`src/rtl/change_dispenser.sv`:
```
// Coin change dispenser: pays out an amount using greedy 5/2/1 zl selection
// from finite stocks, one coin at a time paced by the hopper handshake.
module change_dispenser #(
  parameter int STOCK_INIT = 8
) (
  input  logic       clk,
  input  logic       reset,
  input  logic       start,
  input  logic [3:0] change_in,
  input  logic       hopper_ready,
  input  logic       refill,
  output logic       coin5,
  output logic       coin2,
  output logic       coin1,
  output logic       busy,
  output logic       done,
  output logic       error,
  output logic [3:0] shortfall,
  output logic [2:0] dbg_state
);

  // Handshake: start/refill are only looked at in IDLE; each coin is one
  // PULSE cycle, and the FSM waits in WAIT until hopper_ready is seen high.
  typedef enum logic [2:0] {
    S_IDLE   = 3'd0,
    S_SELECT = 3'd1,
    S_PULSE  = 3'd2,
    S_WAIT   = 3'd3,
    S_DONE   = 3'd4
  } state_t;

  typedef enum logic [1:0] {
    C_NONE = 2'd0,
    C_5    = 2'd1,
    C_2    = 2'd2,
    C_1    = 2'd3
  } coin_t;

  localparam logic [3:0] INIT = 4'(STOCK_INIT);

  state_t     state, next_state;
  coin_t      chosen, pick;
  logic [3:0] remaining;
  logic [3:0] stock5, stock2, stock1;

  // Greedy choice: largest coin that fits and is still in stock.
  always_comb begin
    pick = C_NONE;
    if (remaining >= 4'd5 && stock5 != 4'd0)      pick = C_5;
    else if (remaining >= 4'd2 && stock2 != 4'd0) pick = C_2;
    else if (remaining >= 4'd1 && stock1 != 4'd0) pick = C_1;
  end

  always_ff @(posedge clk) begin
    if (reset) state <= S_IDLE;
    else       state <= next_state;
  end

  always_comb begin
    next_state = state;
    case (state)
      S_IDLE:   if (start) next_state = S_SELECT;
      S_SELECT: begin
        if (remaining != 4'd0 && pick != C_NONE) next_state = S_PULSE;
        else                                     next_state = S_DONE;
      end
      S_PULSE:  next_state = S_WAIT;
      S_WAIT:   if (hopper_ready) next_state = S_SELECT;
      S_DONE:   next_state = S_IDLE;
      default:  next_state = S_IDLE;
    endcase
  end

  always_ff @(posedge clk) begin
    if (reset) begin
      remaining <= 4'd0;
      stock5    <= INIT;
      stock2    <= INIT;
      stock1    <= INIT;
      chosen    <= C_NONE;
      error     <= 1'b0;
      shortfall <= 4'd0;
    end else begin
      case (state)
        S_IDLE: begin
          // Refill lands first so a simultaneous start sees the full stock.
          if (refill) begin
            stock5 <= INIT;
            stock2 <= INIT;
            stock1 <= INIT;
          end
          if (start) begin
            remaining <= change_in;
            error     <= 1'b0;
            shortfall <= 4'd0;
          end
        end
        S_SELECT: begin
          if (remaining != 4'd0) begin
            if (pick != C_NONE) begin
              chosen <= pick;
            end else begin
              error     <= 1'b1;
              shortfall <= remaining;
            end
          end
        end
        S_PULSE: begin
          case (chosen)
            C_5: begin
              remaining <= remaining - 4'd5;
              stock5    <= stock5 - 4'd1;
            end
            C_2: begin
              remaining <= remaining - 4'd2;
              stock2    <= stock2 - 4'd1;
            end
            C_1: begin
              remaining <= remaining - 4'd1;
              stock1    <= stock1 - 4'd1;
            end
            default: ;
          endcase
        end
        default: ;
      endcase
    end
  end

  always_comb begin
    coin5     = (state == S_PULSE) && (chosen == C_5);
    coin2     = (state == S_PULSE) && (chosen == C_2);
    coin1     = (state == S_PULSE) && (chosen == C_1);
    busy      = (state != S_IDLE);
    done      = (state == S_DONE);
    dbg_state = state;
  end

endmodule
```
`config.mk`:
```
export PLATFORM = sky130hd
export DESIGN_NAME = change_dispenser
export DESIGN_NICKNAME = d
export VERILOG_FILES = /design/src/rtl/change_dispenser.sv
export SDC_FILE = /design/constraint.sdc
export NUM_CORES = 1
export LEC_CHECK = 0
export CELL_PAD_IN_SITES_DETAIL_PLACEMENT = 0
export CELL_PAD_IN_SITES_GLOBAL_PLACEMENT = 1
export CORE_MARGIN = 3
export CORE_UTILIZATION = 36
export DETAILED_ROUTE_END_ITERATION = 16
export PLACE_DENSITY_LB_ADDON = 0.1
export SYNTH_ARGS = -nofsm -noshare
export SYNTH_HDL_FRONTEND = slang
export SYNTH_SLANG_ARGS = --single-unit
```
`constraint.sdc`:
```
create_clock -name clk -period 1.9 [get_ports clk]
set_input_delay 0.475 -clock clk [delete_from_list [all_inputs] [get_ports clk]]
set_output_delay 0.475 -clock clk [all_outputs]
set_load 0.01 [all_outputs]
```
After elaboration in Yosys (flattened, before gate mapping)
Cells that the tools add are included.
{"block": "totals", "regBits": 26, "in_bits": 9, "output_inout_bits": 13, "elab_cells": 81}
{"block": "classes", "add_sub_neg": 6, "order_cmp": 3, "n_eq_ne": 16, "mux": 25, "reduce_logical": 23}
{"operator": "4-bit one-hot mux with 2 select lines", "n": 5}
{"operator": "4-bit 2-to-1 mux", "n": 8}
{"operator": "4-bit nonzero test", "n": 4}
{"operator": "4-bit by 1-bit subtractor with 4-bit output (second input constant)", "n": 4}
{"operator": "3-bit AND reduction", "n": 5}
{"operator": "3-bit one-hot mux with 4 select lines", "n": 1}
{"operator": "4-bit one-hot mux with 3 select lines", "n": 1}
{"operator": "2-bit != test (second input constant)", "n": 5}
{"operator": "3-bit 2-to-1 mux", "n": 3}
{"operator": "1-bit logical AND", "n": 7}
{"operator": "3-bit by 2-bit == test with 1-bit output (second input constant)", "n": 2}
{"operator": "2-bit 2-to-1 mux", "n": 3}
{"operator": "2-bit by 1-bit != test with 1-bit output (second input constant)", "n": 3}
{"operator": "2-bit nonzero test", "n": 3}
{"operator": "2-bit == test (second input constant)", "n": 2}
{"operator": "4-bit by 1-bit >= comparator with 1-bit output (second input constant)", "n": 1}
{"operator": "4-bit by 2-bit >= comparator with 1-bit output (second input constant)", "n": 1}
{"operator": "4-bit by 3-bit >= comparator with 1-bit output (second input constant)", "n": 1}
{"operator": "4-bit by 1-bit != test with 1-bit output (second input constant)", "n": 1}
{"operator": "4-bit AND reduction", "n": 1}
{"operator": "4-bit by 2-bit subtractor with 4-bit output (second input constant)", "n": 1}
{"operator": "4-bit by 3-bit subtractor with 4-bit output (second input constant)", "n": 1}
{"operator": "3-bit by 1-bit == test with 1-bit output (second input constant)", "n": 1}
{"operator": "3-bit == test (second input constant)", "n": 1}
{"operator": "6 further kinds", "n": 8}

Depth between registers and ports, before layout
Gate-level depths: netlist of run 1.
{"block": "logic_depth", "depth_word": 9, "depth_mapped": 8, "depth_no_buf": 7}

Least setup slack after synthesis of run 1
Ideal clock, no wire load.
{"block": "synth_path", "path_type": "register to register", "startpoint": "reg remaining[1]", "endpoint": "reg error", "setup_ps": 130, "arrival_time_ps": 1851, "t_required_ps": 1770, "slack_ps": -80, "stages_incl_launch_ff": 8, "n_path_buf": 0, "period_less_slack_ps": 1980, "cell_sequence": "dfxtp_1 inv_1 ha_1 nand2b_1 a21oi_1 o221ai_2 a2111oi_4 o21bai_1"}
{"block": "synth_between", "elab_chain_cells": 8, "elab_cells_between_ends": 14, "classes_between": "order compare: 3; eq/ne: 2; mux: 3; reduce/logical: 6"}
{"item": "start, declared", "line": "43", "text": "logic [3:0] remaining;"}
{"item": "start signal, assigned", "line": "93", "text": "remaining <= change_in;"}
{"item": "start signal, assigned", "line": "111", "text": "remaining <= remaining - 4'd5;"}
{"item": "start signal, assigned", "line": "115", "text": "remaining <= remaining - 4'd2;"}
{"item": "4-bit by 1-bit >= comparator with 1-bit output", "line": "51", "text": "else if (remaining >= 4'd1 && stock1 != 4'd0) pick = C_1;"}
{"item": "1-bit logical AND", "line": "51"}
{"item": "2-bit 2-to-1 mux", "line": "51"}
{"item": "2-bit 2-to-1 mux", "line": "50", "text": "else if (remaining >= 4'd2 && stock2 != 4'd0) pick = C_2;"}
{"item": "2-bit 2-to-1 mux", "line": "49", "text": "if (remaining >= 4'd5 && stock5 != 4'd0) pick = C_5;"}
{"item": "2-bit nonzero test", "line": "100", "text": "if (pick != C_NONE) begin"}
{"item": "2-bit != test (no source line)"}
{"item": "4-bit AND reduction (no source line) *"}
{"item": "end signal, assigned", "line": "81", "text": "error <= 1'b0;"}
{"item": "end signal, assigned", "line": "94", "text": "error <= 1'b0;"}
{"item": "end signal, assigned", "line": "103", "text": "error <= 1'b1;"}
{"item": "end, declared", "line": "17", "text": "output logic error,"}
Mark *: on every way between the ends. The rest lies on a longest branch, timed or not.
A chain may end at the register's enable or synchronous reset.

Worst setup path after layout of run 1
Ends and elaborated chain as after synthesis.

==> impl_metrics.py, run 1 <==
metrics = {
    "synthesis": {
        "ys_seq_elements": 26,
        "synth_nets": 206,
        "synthCells": 184,
        "yosysSeqAreaShare_pct": 33.2,
        "ys.flop_type": "dfxtp_1",
        "avgSynthCellArea_um2": 8.52,
        "yosysWarningCount": 0,
        "async_reset_ff_share_pct": 0,
        "synth_edf_count": 0,
        "syn_area_mm2": 0.00157,
        "synth.distinct_cells": 41,
    },
    "worst_setup_path": {
        "ff2ff_path_depth": 8,
        "critPathRequiredTime_ns": 2.08,
        "setup.worst_path.class": "flop to flop",
        "cp_cell_sequence": "inv_4 > ha_4 > nand2b_4 > o32ai_4 > o221ai_4 > a2111oi_4 > buf_4 > o21bai_1",
        "cp_num_buf_inv": 2,
        "path_delay_family": "compound AO/OA/AOI/OAI gates",
        "reg2reg_to": "error$_SDFFE_PP0P_",
        "cp.arrival_ns": 2.07,
        "end_kind": "flop",
        "cpPeakStageDelay_ns": 0.36,
        "reg2reg_from": "remaining[1]$_SDFFE_PP0P_",
        "cp_max_fo": 5,
        "cp-endpoint": "error$_SDFFE_PP0P_",
        "regToRegSetupSlack_ns": 0.01,
        "cp_slowest_cell": "dfxtp_2",
        "cp.depth": 8,
        "setup.worst_path.start": "remaining[1]$_SDFFE_PP0P_",
        "cp-start-kind": "flop",
    },
    "clock_network": {
        "clk_path_buf_depth": 2,
        "worstSkewPairLatency_ns": 0.27,
        "cts_buffers": 3,
        "htreeDepth": 1,
        "post_cts_buffers": 0,
        "cts.sink_count": 26,
        "path_clk_slew_ns": 0.10,
        "cts_root_buffer": "clkbuf_8",
        "cts_tree": "built",
    },
    "global_routing": {
        "grt_usage_pct": 17.7,
        "grt_pass1_vias": 1515,
        "grt_max_degree": 16,
        "antenna_found_initial": 0,
        "grt_pass1_wl_um": 7110,
        "gr-total-overflow": 0,
    },
    "route": {
        "vias": 1467,
        "drtIter0Drc": 34,
        "drc": 0,
        "ant_nets": 0,
        "routed_via_density": 5.28,
        "drt-total-wl_um": 4320,
        "detail_route.wl_per_cell_um": 15.5,
        "first_pass_iters": 4,
    },
    "die": {
        "fp.dieW_um": 72.0,
        "dieHeight_um": 72.0,
        "rows": 23,
        "start_util_pct": 38.4,
        "die_area_mm2": 0.00518,
        "coreArea_mm2": 0.00409,
        "ios": 22,
    },
    "timing": {
        "hold_viol": 0,
        "setup_viol": 0,
        "setup_slack_ns": 0.00990,
        "holdWs_ns": 0.472,
        "slew_headroom_pct": 69.7,
        "maxSlewViolCount": 0,
        "finalCritPeriodShare_pct": 99.5,
        "worstMarginPinSlew_ns": 0.454,
        "max_freq_mhz": 529,
        "rsz0062_at_grt": "yes",
        "worst_clock_skew_ns": 0.00100,
        "period_needed_ns": 1.89,
    },
    "placed_design": {
        "placed_cells": 274,
        "pre_cts_ws_ns": -0.107,
        "portBuffers": 21,
        "place_hpwl_um": 3220,
        "place_congestion": 0.764,
    },
    "finish": {
        "final_cell_mix": "buf_4, nor2_1, dfxtp_1, clkdlybuf4s50_1, a21oi_1",
        "layout-drive-gt1-share_pct": 26.8,
        "nets": 251,
        "area_growth_pct": 39.4,
        "antennaDiodeCount": 0,
        "fillers": 389,
        "final_cells": 278,
        "final_common_cell": "buf_4",
    },
    "hold_path": {
        "min_path_type": "flop to flop",
    },
    "pwr": {
        "p_leak_nw": 0.840,
        "ir_worst_vdd_v": 0.000399,
        "power_density_mw_per_mm2": 942,
    },
    "job": {
        "max-cap-violations": 0,
    },
    "run_status": {
        "status": "finished, final reports clean",
    },
}
==> per-stage QoR <==
| stage | TNS (ns) | area, um2 | utilization, % | power, mW |
|---|---|---|---|---|
| after global routing | -0.231 | 2190 | 53.5 | 2.19 |
| after floorplan | 0 | 1580 | - | 1.18 |
| after CTS | 0 | 2140 | 52.3 | 2.03 |
| final | 0 | 2190 | 53.5 | 2.06 |
| after global placement | -0.242 | 2020 | 49.4 | 1.48 |
| after detailed placement | -0.629 | 2020 | 49.4 | 1.50 |
==> cell families after synthesis <==
family                     count (synthesis)  share of synthesized area, %
AOI/OAI and AO/OA                         42                          19.6
adders and majority gates                 13                          10.4
DFF                                       26                          33.2
and+or+nand+nor                           72                          25.3
xor gates and xnor gates                   8                          4.47
buffers and inverters                     20                          5.11
muxes                                      3                          1.92
==> how the worst min path moves through the flow <==
stage                              start                        end  slack, ns  cells past startpoint
3_5_place_dp   shortfall[3]$_SDFFE_PP0P_  shortfall[3]$_SDFFE_PP0P_       0.46                      2
3_3_place_gp   shortfall[1]$_SDFFE_PP0P_  shortfall[1]$_SDFFE_PP0P_       0.46                      2
4_1_cts        shortfall[3]$_SDFFE_PP0P_  shortfall[3]$_SDFFE_PP0P_       0.48                      2
2_1_floorplan     stock1[3]$_SDFFE_PP1P_     stock1[3]$_SDFFE_PP1P_       0.46                      2
5_1_grt        shortfall[3]$_SDFFE_PP0P_  shortfall[3]$_SDFFE_PP0P_       0.49                      2
6_report       shortfall[3]$_SDFFE_PP0P_  shortfall[3]$_SDFFE_PP0P_       0.47                      2
==> registers in the layout (all words and copies together), names as in the netlist <==
name	cells
dbg_state	3
stock2	4
stock5	4
error	1
chosen	2
stock1	4
remaining	4
shortfall	4
==> per-layer routing <==
metal / part of all wire (%) / global-route usage, % / vias to the layer above
met5: 0 / 0 / -
met4: 2.0 / 6.68 / 0
met3: 4.6 / 2.91 / 8
met2: 49 / 29.8 / 32
met1: 44 / 22.6 / 699
li1: - / - / 728
==> layout make-up <==
| class | count | area, um2 | area share, % |
|---|---|---|---|
| Multi-Input combinational cell | 138 | 1060 | 48.5 |
| Sequential cell | 26 | 534 | 24.4 |
| Timing Repair Buffer | 49 | 414 | 18.9 |
| Tap cell | 50 | 62.6 | 2.86 |
| Inverter | 11 | 43.8 | 2.00 |
| Clock buffer | 3 | 41.3 | 1.89 |
| Clock inverter | 1 | 30.0 | 1.37 |
==> power breakdown <==
| group | internal (mW) | leakage, nW | switching [mW] | total [mW] |
|---|---|---|---|---|
| clock network | 0.282 | 0.0357 | 0.194 | 0.476 |
| registers | 0.615 | 0.215 | 0.0955 | 0.710 |
| logic | 0.438 | 0.589 | 0.435 | 0.873 |
==> what timing repair did <==
| action | 4_1_cts | 5_1_grt |
|---|---|---|
| endpoints found under the setup margin | 11 | 6 |
| pin swaps | 0 | 1 |
| gates resized for setup | 17 | 11 |
| hold buffers | 0 | 0 |
==> cells in the mapped netlist (all sizes together), types with 4 or more instances <==
library cell | n | area [um2]
dfxtp | 26 | 521
nor2 | 20 | 75.1
a21oi | 15 | 78.8
ha | 13 | 163
nand2 | 12 | 45.0
inv | 11 | 41.3
nor3 | 9 | 45.0
nand2b | 8 | 50.1
xnor2 | 7 | 61.3
o21ai | 6 | 30.0
clkbuf | 5 | 18.8
a211oi | 4 | 30.0
and3 | 4 | 25.0
buf | 4 | 20.0
nor2b | 4 | 25.0
nor3b | 4 | 40.0
o2bb2ai | 4 | 35.0
==> worst min-delay path, cell delays in order (launching register included) <==
cell	delay, ns
dfxtp_1	0.32
nand2b_1	0.06
o2bb2ai_1	0.05
(Power assumes the default switching activity.)
==> run 2, diff against run 1 <==
--- a/config.mk
+++ b/config.mk
@@ -12,2 +12,3 @@
 export DETAILED_ROUTE_END_ITERATION = 16
+export HOLD_SLACK_MARGIN = 0.12
 export PLACE_DENSITY_LB_ADDON = 0.1
==> constraint.sdc (replaced) <==
create_clock -name clk -period 1.9 [get_ports clk]
set_input_delay 0.285 -clock clk [delete_from_list [all_inputs] [get_ports clk]]
set_output_delay 0.285 -clock clk [all_outputs]
set_load 0.01 [all_outputs]
==> run 2 against run 1 <==
Sequential share of layout area barely moved. Critical path depth fell by 4. Sequential cell count did not move. Total power barely moved. Via count fell by 0.41%. Die area did not move. Critical path type is now flop to output pin.
==> impl_metrics.py, run 2 (synthesized netlist as in run 1, its figures left out) <==
metrics = {
    "placed_design": {
        "place_congestion": 0.769,
        "placed_area_mm2": 0.00197,
        "placed_cells": 268,
        "portBuffers": 21,
        "place_hpwl_um": 3250,
    },
    "timing": {
        "tns_ns": 0,
        "worstMarginPinSlew_ns": 0.466,
        "hold_viol": 0,
        "slew_headroom_pct": 68.9,
        "rsz0062_at_grt": "yes",
        "max_freq_mhz": 545,
        "period_needed_ns": 1.83,
        "worst_clock_skew_ns": 0.00177,
        "maxSlewViolCount": 0,
        "finalCritPeriodShare_pct": 96.5,
        "setup_viol": 0,
    },
    "worst_setup_path": {
        "cp_max_fo": 9,
        "cp.arrival_ns": 1.55,
        "regToRegSetupSlack_ns": 0.13,
        "cpPeakStageDelay_ns": 0.53,
        "cp-start-kind": "flop",
        "end_kind": "output pin",
        "reg2reg_to": "error$_SDFFE_PP0P_",
        "ff2ff_path_depth": 8,
        "reg2reg_from": "remaining[1]$_SDFFE_PP0P_",
        "setup.worst_path.start": "dbg_state[2]$_SDFFE_PP0P_",
        "setup.worst_path.class": "flop to output pin",
        "cp_slowest_cell": "clkdlybuf4s50_1",
        "cp_cell_sequence": "nor2_1 > buf_4 > nand2_1 > clkdlybuf4s50_1",
        "critPathRequiredTime_ns": 1.62,
    },
    "route": {
        "ant_nets": 0,
        "first_pass_iters": 4,
        "vias": 1461,
        "drt-total-wl_um": 4260,
        "detail_route.wl_per_cell_um": 15.4,
        "routed_via_density": 5.29,
        "drtIter0Drc": 28,
        "drc": 0,
    },
    "finish": {
        "antennaDiodeCount": 0,
        "area_growth_pct": 39.0,
        "final_cell_mix": "buf_4, nor2_1, dfxtp_1, clkdlybuf4s50_1, a21oi_1",
        "fin_area_mm2": 0.00218,
        "final_common_cell": "buf_4",
        "nets": 249,
        "layout-drive-gt1-share_pct": 26.1,
        "final_cells": 276,
        "multi_input_area_mm2": 0.00105,
        "seqCellArea_um2": 533,
        "fillers": 383,
    },
    "clock_network": {
        "path_clk_slew_ns": 0.10,
        "clk_path_buf_depth": 2,
        "cts_buffers": 3,
        "htreeDepth": 1,
        "cts.sink_count": 26,
        "worstSkewPairLatency_ns": 0.27,
        "cts_root_buffer": "clkbuf_8",
        "cts_tree": "built",
    },
    "pwr": {
        "ir_worst_vdd_v": 0.000426,
        "p_sw_mw": 0.712,
        "p_leak_nw": 0.873,
        "pwr-share-clk_pct": 22.8,
        "swShare_pct": 34.6,
        "p_int_mw": 1.35,
        "power_density_mw_per_mm2": 944,
        "combPwrFrac_pct": 42.3,
        "sequentialPowerShare_pct": 34.9,
        "power_mw": 2.06,
    },
    "global_routing": {
        "grt_pass1_wl_um": 6950,
        "grt_max_degree": 16,
        "gr-total-overflow": 0,
        "grt_pass1_vias": 1488,
        "antenna_found_initial": 0,
        "grt_usage_pct": 17.2,
    },
    "die": {
        "ios": 22,
        "fp.dieW_um": 72.0,
        "die_area_mm2": 0.00518,
        "dieHeight_um": 72.0,
        "coreArea_mm2": 0.00409,
        "rows": 23,
        "start_util_pct": 38.4,
    },
    "hold_path": {
        "hold_start": "error$_SDFFE_PP0P_",
        "hold_path_depth": 2,
        "min_path_type": "flop to flop",
        "hold_end": "error$_SDFFE_PP0P_",
    },
    "job": {
        "max-cap-violations": 0,
    },
    "run_status": {
        "status": "finished, final reports clean",
    },
}
-- run 2: cell types whose count changed in the layout (fill, tap and decap cells not counted), moves of 2 or more --
cell            previous run  this run
buf_4                     28        25
dfxtp_2                    5         7
dlygate4sd2_1              5         1
dlymetal6s2s_1             0         3
-- run 2: power by group through the flow --
stage | sequential (mW) | clock (mW) | combinational, mW
final | 0.718 | 0.470 | 0.870
after floorplan | 0.668 | 0 | 0.508
after detailed placement | 0.713 | 0 | 0.756
after global routing | 0.733 | 0.504 | 0.955
after CTS | 0.707 | 0.483 | 0.803
after global placement | 0.712 | 0 | 0.732
-- run 2: layout make-up --
class / instances / share of cell area (%)
clock buffers: 3 / 1.89
multi-input cells: 138 / 48.3
repair buffers: 47 / 19.1
clock inverters: 1 / 1.38
inverters: 11 / 2.01
flip-flops and latches: 26 / 24.5
well taps: 50 / 2.87
-- run 2: worst max path at each step --
stage | end | slack, ns | depth (start not counted)
after floorplan | error$_SDFFE_PP0P_ | 0.02 | 7
after global placement | error$_SDFFE_PP0P_ | 0.06 | 8
after detailed placement | shortfall[1]$_SDFFE_PP0P_ | 0.003 | 7
after CTS | coin1 | 0.0006 | 3
after global routing | shortfall[2]$_SDFFE_PP0P_ | -0.01 | 8
final | busy | 0.07 | 4
-- run 2: per-layer routing --
layer	track usage (%)	vias up	wire length [um]
met5	0	-	0
met1	19.9	702	1850
met3	2.91	6	155
li1	-	731	-
met4	7.31	0	53
met2	31.1	22	2210
-- run 2: critical path, delay by kind of cell (launching register included) --
family / cells / cell delay (ns)
buffers and inverters: 2 / 0.68
DFF: 1 / 0.44
and+or+nand+nor: 2 / 0.16
-- run 2: through the flow --
stage	util, %	setup slack (ns)	hold WS, ns
after floorplan	-	0.0240	0.436
after global placement	48.3	0.0628	0.456
after detailed placement	48.3	0.00303	0.456
after CTS	51.0	0.000597	0.472
after global routing	53.3	-0.00961	0.485
final	53.3	0.0665	0.469
-- run 2: repair_timing --
item / 4_1_cts / 5_1_grt
gates resized for setup: 9 / 18
hold buffers: 0 / 0
buffers inserted: 1 / 3
endpoints found under the setup margin: 7 / 9
pin swaps: 3 / 5
